===== src/rtl/drm_axil_req_arbiter_if.sv =====
// AXI4-Lite channel bundle between the DRM request arbiter (master) and the
// DRM controller register slave.
interface drm_axil_req_arbiter_if #(
    parameter int unsigned ADDR_W = 16
) ();
    logic              awvalid;
    logic              awready;
    logic [ADDR_W-1:0] awaddr;
    logic              wvalid;
    logic              wready;
    logic [31:0]       wdata;
    logic [3:0]        wstrb;
    logic              bvalid;
    logic              bready;
    logic [1:0]        bresp;
    logic              arvalid;
    logic              arready;
    logic [ADDR_W-1:0] araddr;
    logic              rvalid;
    logic              rready;
    logic [31:0]       rdata;
    logic [1:0]        rresp;

    modport master (
        output awvalid, awaddr, wvalid, wdata, wstrb, bready, arvalid, araddr, rready,
        input  awready, wready, bvalid, bresp, arready, rvalid, rdata, rresp
    );

    modport slave (
        input  awvalid, awaddr, wvalid, wdata, wstrb, bready, arvalid, araddr, rready,
        output awready, wready, bvalid, bresp, arready, rvalid, rdata, rresp
    );
endinterface


===== src/rtl/drm_axil_req_arbiter.sv =====
// Two-requester round-robin arbiter onto one AXI4-Lite master, one transaction in flight.
// Optional watchdog is compiled in with macro DRM_ARB_TIMEOUT_EN.
module drm_axil_req_arbiter #(
    parameter int unsigned ADDR_W         = 16,
    parameter int unsigned TIMEOUT_CYCLES = 1024
) (
    input  logic                   s_axi_aclk,
    input  logic                   s_axi_arstn,
    input  logic [1:0]             req_valid,
    input  logic [1:0]             req_we,
    input  logic [2*ADDR_W-1:0]    req_addr,
    input  logic [63:0]            req_wdata,
    output logic [1:0]             req_ready,
    output logic [1:0]             rsp_valid,
    output logic [31:0]            rsp_rdata,
    output logic                   rsp_err,
    drm_axil_req_arbiter_if.master m_axi
);

    typedef enum logic [2:0] {
        StIdle,
        StWrAddr,
        StWrResp,
        StRdAddr,
        StRdData,
        StResp
    } state_e;

    // Assert asynchronously, release two clock edges later.
    logic [1:0] rst_sync_q;
    logic       rst_n;

    always_ff @(posedge s_axi_aclk or negedge s_axi_arstn) begin
        if (!s_axi_arstn) begin
            rst_sync_q <= 2'b00;
        end else begin
            rst_sync_q <= {rst_sync_q[0], 1'b1};
        end
    end

    assign rst_n = rst_sync_q[1];

    state_e            state_q;
    logic              last_q;
    logic              gnt_q;
    logic [ADDR_W-1:0] addr_q;
    logic [31:0]       wdata_q;
    logic              awvalid_q;
    logic              wvalid_q;
    logic              bready_q;
    logic              arvalid_q;
    logic              rready_q;
    logic [1:0]        rsp_valid_q;
    logic [31:0]       rsp_rdata_q;
    logic              rsp_err_q;

    logic              grant;
    logic              accept;
    logic              sel_we;
    logic [ADDR_W-1:0] sel_addr;
    logic [31:0]       sel_wdata;
    logic [1:0]        gnt_onehot;
    logic              aw_done;
    logic              w_done;

    always_comb begin
        grant = 1'b0;
        if (req_valid == 2'b11) begin
            grant = ~last_q;
        end else if (req_valid[1]) begin
            grant = 1'b1;
        end
        // Gated by the synchronized reset so nothing is accepted while it is held.
        accept     = rst_n && (state_q == StIdle) && (req_valid != 2'b00);
        req_ready  = 2'b00;
        if (accept) begin
            req_ready = grant ? 2'b10 : 2'b01;
        end
        sel_we     = grant ? req_we[1] : req_we[0];
        sel_addr   = grant ? req_addr[2*ADDR_W-1:ADDR_W] : req_addr[ADDR_W-1:0];
        sel_wdata  = grant ? req_wdata[63:32] : req_wdata[31:0];
        gnt_onehot = gnt_q ? 2'b10 : 2'b01;
        aw_done    = !awvalid_q || m_axi.awready;
        w_done     = !wvalid_q || m_axi.wready;
    end

`ifdef DRM_ARB_TIMEOUT_EN
    localparam logic [15:0] TmoLast = 16'(TIMEOUT_CYCLES - 1);
    logic [15:0] tmo_q;
`else
    if (TIMEOUT_CYCLES < 2 || TIMEOUT_CYCLES > 65535) begin : g_timeout_unused
    end
`endif

    always_ff @(posedge s_axi_aclk or negedge rst_n) begin
        if (!rst_n) begin
            state_q     <= StIdle;
            last_q      <= 1'b1;
            gnt_q       <= 1'b0;
            addr_q      <= '0;
            wdata_q     <= '0;
            awvalid_q   <= 1'b0;
            wvalid_q    <= 1'b0;
            bready_q    <= 1'b0;
            arvalid_q   <= 1'b0;
            rready_q    <= 1'b0;
            rsp_valid_q <= 2'b00;
            rsp_rdata_q <= '0;
            rsp_err_q   <= 1'b0;
`ifdef DRM_ARB_TIMEOUT_EN
            tmo_q       <= '0;
`endif
        end else begin
            unique case (state_q)
                StIdle: begin
                    if (accept) begin
                        gnt_q   <= grant;
                        last_q  <= grant;
                        addr_q  <= sel_addr;
                        wdata_q <= sel_wdata;
                        if (sel_we) begin
                            state_q   <= StWrAddr;
                            awvalid_q <= 1'b1;
                            wvalid_q  <= 1'b1;
                        end else begin
                            state_q   <= StRdAddr;
                            arvalid_q <= 1'b1;
                        end
                    end
                end
                StWrAddr: begin
                    if (m_axi.awready) awvalid_q <= 1'b0;
                    if (m_axi.wready)  wvalid_q  <= 1'b0;
                    if (aw_done && w_done) begin
                        state_q  <= StWrResp;
                        bready_q <= 1'b1;
                    end
                end
                StWrResp: begin
                    if (m_axi.bvalid) begin
                        bready_q    <= 1'b0;
                        state_q     <= StResp;
                        rsp_valid_q <= gnt_onehot;
                        rsp_err_q   <= m_axi.bresp[1];
                        rsp_rdata_q <= '0;
                    end
                end
                StRdAddr: begin
                    if (m_axi.arready) begin
                        arvalid_q <= 1'b0;
                        rready_q  <= 1'b1;
                        state_q   <= StRdData;
                    end
                end
                StRdData: begin
                    if (m_axi.rvalid) begin
                        rready_q    <= 1'b0;
                        state_q     <= StResp;
                        rsp_valid_q <= gnt_onehot;
                        rsp_err_q   <= m_axi.rresp[1];
                        rsp_rdata_q <= m_axi.rdata;
                    end
                end
                StResp: begin
                    rsp_valid_q <= 2'b00;
                    state_q     <= StIdle;
                end
                default: state_q <= StIdle;
            endcase
`ifdef DRM_ARB_TIMEOUT_EN
            // Watchdog overrides whatever the slave handshakes did this cycle.
            if (state_q == StIdle) begin
                tmo_q <= '0;
            end else if (state_q != StResp) begin
                if (tmo_q == TmoLast) begin
                    awvalid_q   <= 1'b0;
                    wvalid_q    <= 1'b0;
                    bready_q    <= 1'b0;
                    arvalid_q   <= 1'b0;
                    rready_q    <= 1'b0;
                    state_q     <= StResp;
                    rsp_valid_q <= gnt_onehot;
                    rsp_err_q   <= 1'b1;
                    rsp_rdata_q <= 32'hDEAD_DEAD;
                end else begin
                    tmo_q <= tmo_q + 16'd1;
                end
            end
`endif
        end
    end

    assign m_axi.awvalid = awvalid_q;
    assign m_axi.awaddr  = addr_q;
    assign m_axi.wvalid  = wvalid_q;
    assign m_axi.wdata   = wdata_q;
    assign m_axi.wstrb   = 4'hF;
    assign m_axi.bready  = bready_q;
    assign m_axi.arvalid = arvalid_q;
    assign m_axi.araddr  = addr_q;
    assign m_axi.rready  = rready_q;

    assign rsp_valid = rsp_valid_q;
    assign rsp_rdata = rsp_rdata_q;
    assign rsp_err   = rsp_err_q;

endmodule


===== src/flat_wrapper.sv =====
// flat-port wrapper written by rule: the top's interface ports become plain ports
module drm_axil_req_arbiter_flat 
#(
    parameter int unsigned ADDR_W         = 16,
    parameter int unsigned TIMEOUT_CYCLES = 1024
)
  (s_axi_aclk, s_axi_arstn, req_valid, req_we, req_addr, req_wdata, req_ready, rsp_valid, rsp_rdata, rsp_err, m_axi_awvalid, m_axi_awaddr, m_axi_wvalid, m_axi_wdata, m_axi_wstrb, m_axi_bready, m_axi_arvalid, m_axi_araddr, m_axi_rready, m_axi_awready, m_axi_wready, m_axi_bvalid, m_axi_bresp, m_axi_arready, m_axi_rvalid, m_axi_rdata, m_axi_rresp);
  drm_axil_req_arbiter_if #(.ADDR_W(ADDR_W)) m_axi_i ();
  input  logic s_axi_aclk;
  input  logic s_axi_arstn;
  input  logic [1:0] req_valid;
  input  logic [1:0] req_we;
  input  logic [2*ADDR_W-1:0] req_addr;
  input  logic [63:0] req_wdata;
  output logic [1:0] req_ready;
  output logic [1:0] rsp_valid;
  output logic [31:0] rsp_rdata;
  output logic rsp_err;
  output wire logic [$bits(m_axi_i.awvalid)-1:0] m_axi_awvalid;
  output wire logic [$bits(m_axi_i.awaddr)-1:0] m_axi_awaddr;
  output wire logic [$bits(m_axi_i.wvalid)-1:0] m_axi_wvalid;
  output wire logic [$bits(m_axi_i.wdata)-1:0] m_axi_wdata;
  output wire logic [$bits(m_axi_i.wstrb)-1:0] m_axi_wstrb;
  output wire logic [$bits(m_axi_i.bready)-1:0] m_axi_bready;
  output wire logic [$bits(m_axi_i.arvalid)-1:0] m_axi_arvalid;
  output wire logic [$bits(m_axi_i.araddr)-1:0] m_axi_araddr;
  output wire logic [$bits(m_axi_i.rready)-1:0] m_axi_rready;
  input wire logic [$bits(m_axi_i.awready)-1:0] m_axi_awready;
  input wire logic [$bits(m_axi_i.wready)-1:0] m_axi_wready;
  input wire logic [$bits(m_axi_i.bvalid)-1:0] m_axi_bvalid;
  input wire logic [$bits(m_axi_i.bresp)-1:0] m_axi_bresp;
  input wire logic [$bits(m_axi_i.arready)-1:0] m_axi_arready;
  input wire logic [$bits(m_axi_i.rvalid)-1:0] m_axi_rvalid;
  input wire logic [$bits(m_axi_i.rdata)-1:0] m_axi_rdata;
  input wire logic [$bits(m_axi_i.rresp)-1:0] m_axi_rresp;
  assign m_axi_awvalid = m_axi_i.awvalid;
  assign m_axi_awaddr = m_axi_i.awaddr;
  assign m_axi_wvalid = m_axi_i.wvalid;
  assign m_axi_wdata = m_axi_i.wdata;
  assign m_axi_wstrb = m_axi_i.wstrb;
  assign m_axi_bready = m_axi_i.bready;
  assign m_axi_arvalid = m_axi_i.arvalid;
  assign m_axi_araddr = m_axi_i.araddr;
  assign m_axi_rready = m_axi_i.rready;
  assign m_axi_i.awready = m_axi_awready;
  assign m_axi_i.wready = m_axi_wready;
  assign m_axi_i.bvalid = m_axi_bvalid;
  assign m_axi_i.bresp = m_axi_bresp;
  assign m_axi_i.arready = m_axi_arready;
  assign m_axi_i.rvalid = m_axi_rvalid;
  assign m_axi_i.rdata = m_axi_rdata;
  assign m_axi_i.rresp = m_axi_rresp;
  drm_axil_req_arbiter #(.ADDR_W(ADDR_W), .TIMEOUT_CYCLES(TIMEOUT_CYCLES)) u_core (.s_axi_aclk(s_axi_aclk), .s_axi_arstn(s_axi_arstn), .req_valid(req_valid), .req_we(req_we), .req_addr(req_addr), .req_wdata(req_wdata), .req_ready(req_ready), .rsp_valid(rsp_valid), .rsp_rdata(rsp_rdata), .rsp_err(rsp_err), .m_axi(m_axi_i));
endmodule

===== config.mk =====
export PLATFORM = sky130hd
export DESIGN_NAME = drm_axil_req_arbiter_flat
export DESIGN_NICKNAME = d
export VERILOG_FILES = /design/src/rtl/drm_axil_req_arbiter_if.sv /design/src/rtl/drm_axil_req_arbiter.sv /design/src/flat_wrapper.sv
export SDC_FILE = /design/constraint.sdc
export NUM_CORES = 1
export LEC_CHECK = 0
export CAP_MARGIN = 5
export CELL_PAD_IN_SITES_DETAIL_PLACEMENT = 1
export CELL_PAD_IN_SITES_GLOBAL_PLACEMENT = 1
export CORE_ASPECT_RATIO = 0.75
export CORE_UTILIZATION = 25
export DETAILED_ROUTE_END_ITERATION = 7
export GPL_TIMING_DRIVEN = 1
export PLACE_DENSITY_LB_ADDON = 0.1
export SYNTH_ARGS = -nofsm -noshare
export SYNTH_HDL_FRONTEND = slang
export SYNTH_SLANG_ARGS = --single-unit

===== constraint.sdc =====
create_clock -name s_axi_aclk -period 4.9 [get_ports s_axi_aclk]
set_input_delay 1.225 -clock s_axi_aclk [delete_from_list [all_inputs] [get_ports s_axi_aclk]]
set_output_delay 1.225 -clock s_axi_aclk [all_outputs]
set_load 0.02 [all_outputs]

# ---- After elaboration in Yosys (flattened, before gate mapping)
# Cells that the tools add are included.
dict set report word_totals {
  ff_bits 95
  elab_cells 94
  input_bits 143
  output_inout_bits 110
}
dict set report classes {
  n_reduce_logical 24
  mux 40
  n_eq_ne 15
  bitwise_logic 1
}
# op count
set op_table {}
lappend op_table {{$mux 32} 3}
lappend op_table {{$pmux 32 s2} 1}
lappend op_table {{$mux 1} 16}
lappend op_table {{$mux 16} 1}
lappend op_table {{$mux 3} 5}
lappend op_table {{$pmux 3 s5} 1}
lappend op_table {{$mux 2} 6}
lappend op_table {{$ne 2x2->1 const B} 6}
lappend op_table {{$pmux 1 s2} 6}
lappend op_table {{$reduce_and 3->1} 4}
lappend op_table {{$reduce_and 4->1} 3}
lappend op_table {{$reduce_bool 2->1} 6}
lappend op_table {{$eq 3x2->1 const B} 2}
lappend op_table {{$eq 3x3->1 const B} 2}
lappend op_table {{$ne 2x1->1 const B} 3}
lappend op_table {{$pmux 2 s3} 1}
lappend op_table {{$reduce_and 5->1} 1}
lappend op_table {{$eq 3x1->1 const B} 1}
lappend op_table {{$logic_and 1x1->1} 3}
lappend op_table {{$logic_not 3->1} 1}
lappend op_table {{$reduce_bool 3->1} 1}
lappend op_table {{$eq 2x2->1 const B} 1}
lappend op_table {{$logic_not 1->1} 2}
lappend op_table {{$logic_or 1x1->1} 2}
lappend op_table {{2 further kinds} 2}

# ---- Logic depth before layout (Yosys ltp)
dict set report depth {
  depth_word 6
  mapped_depth 6
  mapped_depth_nobuf 4
}

# ---- Worst setup path before layout
# No wires, ideal clock.
dict set report synth_timing {
  path_kind {flip-flop to output port}
  start {register u_core.rst_sync_q[1]}
  end {output port req_ready[0]}
  n_path_buf 2
  t_required_ns 3.675
  setup_slack_ns -0.147
  t_arrival_ns 3.822
  stages_incl_launch_ff 6
  path_cell_list {dfrtp_1 > o21ai_1 > or4_1 > buf_2 > buf_2 > nor2_1}
}
dict set report synth_between {
  elab_chain_len 3
}
# item line_no
set synth_lines {}
lappend synth_lines {{start: declaration} drm_axil_req_arbiter.sv:30} ;# logic [1:0] rst_sync_q;
lappend synth_lines {{start signal: assignment} drm_axil_req_arbiter.sv:37} ;# rst_sync_q <= {rst_sync_q[0], 1'b1};
lappend synth_lines {{$logic_and 1x1->1 (2 in a row)} drm_axil_req_arbiter.sv:74} ;# accept = rst_n && (state_q == StIdle) && (req_valid != 2'b00);
lappend synth_lines {{$mux 2} drm_axil_req_arbiter.sv:76} ;# if (accept) begin
lappend synth_lines {{end: declaration} flat_wrapper.sv:15} ;# output logic [1:0] req_ready;
# Every way passes these cells.

# ---- Final worst setup path
dict set report layout_timing {
  start {input port req_valid[0]}
  end {output port req_ready[0]}
}
dict set report layout_between {
  elab_chain_len 4
  word_cells_on_any_way 6
  classes_between {1 x eq/ne; 3 x mux; 2 x reduce/logical}
}
# item line_no
set layout_lines {}
lappend layout_lines {{start: declaration} flat_wrapper.sv:11} ;# input logic [1:0] req_valid;
lappend layout_lines {{$eq 2x2->1} drm_axil_req_arbiter.sv:68} ;# if (req_valid == 2'b11) begin
lappend layout_lines {{$mux 1} drm_axil_req_arbiter.sv:68}
lappend layout_lines {{$mux 2} drm_axil_req_arbiter.sv:77} ;# req_ready = grant ? 2'b10 : 2'b01;
lappend layout_lines {{$mux 2 *} drm_axil_req_arbiter.sv:76}
# Mark *: on every way between the ends. The rest lies on a longest branch, timed or not.

==> results.cfg <==
[timing]
relSlewSlack_pct = 26.6
hold-worst-slack_ps = 295
achievable-frequency_ghz = 0.220
timing_max_transition_violations_final = 0
timing.final.setup_violations = 0
setup-tns-final_ps = 0
finalCriticalPeriod_ps = 4540
fin_crit_sh_pct = 92.7
rsz0062_at_grt = false
timing_worst_slew_pin_value_ps = 1100
clock_skew_ps = 9.51
report.final.hold_viol_count = 0

[drt]
routed-via-count = 3628
drt_wl_total_um = 13500
drt-pass1-iter-count = 4
met3WireLength_um = 1320
met2_wirelength_um = 6420
routed_via_density = 4.47
drc = 0
top_layer_used = met4
detail_route.iter0.violations = 112
route.detailed.wl_per_inst_um = 16.6
m1WireLength_um = 5600
final_antenna_net_count = 0

[worst_setup_path]
reg2reg_from = u_core.rst_sync_q[1]
timing.critical_path.fanout_max = 4
timing.critical_path.to_type = primary output
startpoint_type = primary input
cp_data_required_time_ps = 3670
crit_type = primary input to primary output
setup.reg_to_reg.worst_slack_ps = 2410
timing.critical_path.arrival_ps = 3320
crit-reg2reg-capture = u_core.m_axi.wdata[18]
worst_r2r_path_depth = 5

[global_route]
grt_max_degree = 100
via_count_of_the_first_global_routing_pass = 3824
number_of_antenna_violations_at_the_first_check_in_global_routing = 0
global_route.overflow_total = 0
track_usage_pct = 15.8
grt_pass1_wl_um = 20800

[pwr]
leakagePower_nw = 3.07
power-per-cell-area_mw_per_mm2 = 617
irDropWorstVdd_mv = 0.245
report.power.total_w = 0.00436

[placed_design]
port-buffer-count = 246
dp_hpwl_um = 9990
dpl_cell_area_mm2 = 0.00672
routabilityCongestion = 0.726

[synth]
synthCells = 376
synth.lib_cells_used.distinct = 34
synthMuxAreaShare_pct = 12.5
synth-main-ff-cell = sky130_fd_sc_hd__dfrtp_1
synth_adder_area_share_pct = 0
post-synth-top-count-cell = sky130_fd_sc_hd__dfrtp_1
synth_top_family_by_area = compound AO/OA/AOI/OAI gates
synth_seq_area_share_pct = 56.6
netlist_area_before_placement_mm2 = 0.00420
ys_top_cells_by_area = sky130_fd_sc_hd__dfrtp_1, sky130_fd_sc_hd__mux2i_1, sky130_fd_sc_hd__a22o_1
yosysTopAreaCellShare_pct = 56.0
synth-simple-area-share_pct = 6.91
post_synth_most_frequent_cells = sky130_fd_sc_hd__dfrtp_1, sky130_fd_sc_hd__o21ai_0, sky130_fd_sc_hd__nand2_1, sky130_fd_sc_hd__mux2i_1, sky130_fd_sc_hd__a22o_1
yosys.area_share.xor_xnor_pct = 0
synth_enable_flop_cells = 0
postSynthAreaPerCell_um2 = 11.2
post-synth-top-area-cell = sky130_fd_sc_hd__dfrtp_1
yosys_warnings = 0
synth_compound_gate_area_share_pct = 16.7
synth-seq-cells = 95
postSynth.asyncResetShare_pct = 100

[clock_network]
cts_inserted_buffers = 9
library_cell_used_as_clock_root_buffer = sky130_fd_sc_hd__clkbuf_16
hold_fix_buffers_cts = 0
clk_pin_slew_worst_paths_ps = 70
clk-insertion-delay-late_ps = 350
resize_count_post_cts = 0
cts_num_sinks = 95
clock_tree_buffer_depth = 2
post_cts.repair.setup_buffers = 0
tritoncts = done
cts-htree-levels = 3

[floorplanning]
chipHeight_um = 114
std_cell_rows = 40
start_util_pct = 25.9
io_pins = 253
design.core.area_mm2 = 0.0162
floorplan_die_area_mm2 = 0.0173
die_w_um = 152

[layout]
fin_area_mm2 = 0.00707
area_delta_synth_final_pct = 68.2
share_of_post_route_cells_with_drive_strength_above_1_pct = 4.99
antenna-diode-count = 0
nets = 739

[worst_hold_path]
min-delay-path-class = flop to asynchronous set/reset pin

[job]
drv.max_cap_violation_count = 0

[run_status]
status = complete, no violations
area by class of cell:
cell class | count | area [µm²]
multi-input combinational | 233 | 1550
timing repair buffer | 251 | 2500
sequential | 95 | 2380
fill | 1755 | 9150
tap | 210 | 263
inverter | 6 | 22.5
clock inverter | 6 | 116
clock buffer | 10 | 229
power breakdown:
part	internal (W)	leakage [nW]	switching, W
clock network	0.000504	0.168	0.000315
logic	0.00106	1.70	0.00107
registers	0.00115	1.20	0.000260
layout by cell type, fill, tap and decap left out, types with 2 or more instances in the layout:
cell type                         instances
sky130_fd_sc_hd__buf_4                    5
sky130_fd_sc_hd__nand2_1                 53
sky130_fd_sc_hd__a21o_1                   4
sky130_fd_sc_hd__mux2_2                   3
sky130_fd_sc_hd__a22o_1                  35
sky130_fd_sc_hd__conb_1                   5
sky130_fd_sc_hd__clkbuf_16                9
sky130_fd_sc_hd__nand3_1                  3
sky130_fd_sc_hd__inv_6                    2
sky130_fd_sc_hd__dfrtp_1                 93
sky130_fd_sc_hd__nor3_1                   2
sky130_fd_sc_hd__bufinv_16                3
sky130_fd_sc_hd__clkdlybuf4s50_1        246
sky130_fd_sc_hd__a21oi_1                  4
sky130_fd_sc_hd__nor2_1                   4
sky130_fd_sc_hd__inv_1                    6
sky130_fd_sc_hd__mux2i_1                 49
sky130_fd_sc_hd__o21ai_0                 54
critical path: stages:
cell	delay (ps)
sky130_fd_sc_hd__clkdlybuf4s50_1	530
sky130_fd_sc_hd__o21ai_1	150
sky130_fd_sc_hd__or4_2	610
sky130_fd_sc_hd__nor2_1	110
sky130_fd_sc_hd__clkdlybuf4s50_1	690
per-stage QoR:
| stage | utilization, % | instances | worst slack, ps |
|---|---|---|---|
| CTS | 43.6 | 811 | 344 |
| global route | 43.6 | 811 | 243 |
| finish | 43.6 | 811 | 355 |
| floorplan | - | 380 | 896 |
| global placement | 41.5 | 795 | 344 |
| detailed placement | 41.5 | 795 | 349 |
logic make-up (layout without fill, tap and decap cells):
group | after synthesis | count (layout)
buffers and inverters | 52 | 273
AOI/OAI and AO/OA | 106 | 106
DFF | 95 | 95
and+or+nand+nor | 70 | 70
other | 1 | 5
muxes | 52 | 52
registers in the layout, summed over array words and instances (netlist names):
name and count:
u_core.m_axi.wdata 32, u_core.rsp_rdata 32, u_core.m_axi.araddr 16, u_core.state_q 3
u_core.rsp_valid 2, u_core.rst_sync_q 2, u_core.gnt_q 1, u_core.last_q 1
u_core.m_axi.arvalid 1, u_core.m_axi.awvalid 1, u_core.m_axi.bready 1, u_core.m_axi.rready 1
u_core.m_axi.wvalid 1, u_core.rsp_err 1
routing by layer:
metal / up-vias / track usage (%)
li1: 1741 / -
met1: 1733 / 18.8
met2: 143 / 26.3
met3: 11 / 6.37
met4: 0 / 4.55
met5: - / 0
how the worst max path moves through the flow:
stage	from	endpoint	slack (ps)	depth (start not counted)
floorplan	u_core.rst_sync_q[1]	req_ready[0]	900	5
global placement	req_valid[0]	req_ready[0]	340	5
detailed placement	req_valid[0]	req_ready[0]	350	5
CTS	req_valid[0]	req_ready[0]	340	5
global route	req_valid[0]	req_ready[0]	240	5
finish	req_valid[0]	req_ready[0]	360	5
Note: power is estimated with default switching activity, not from simulation.
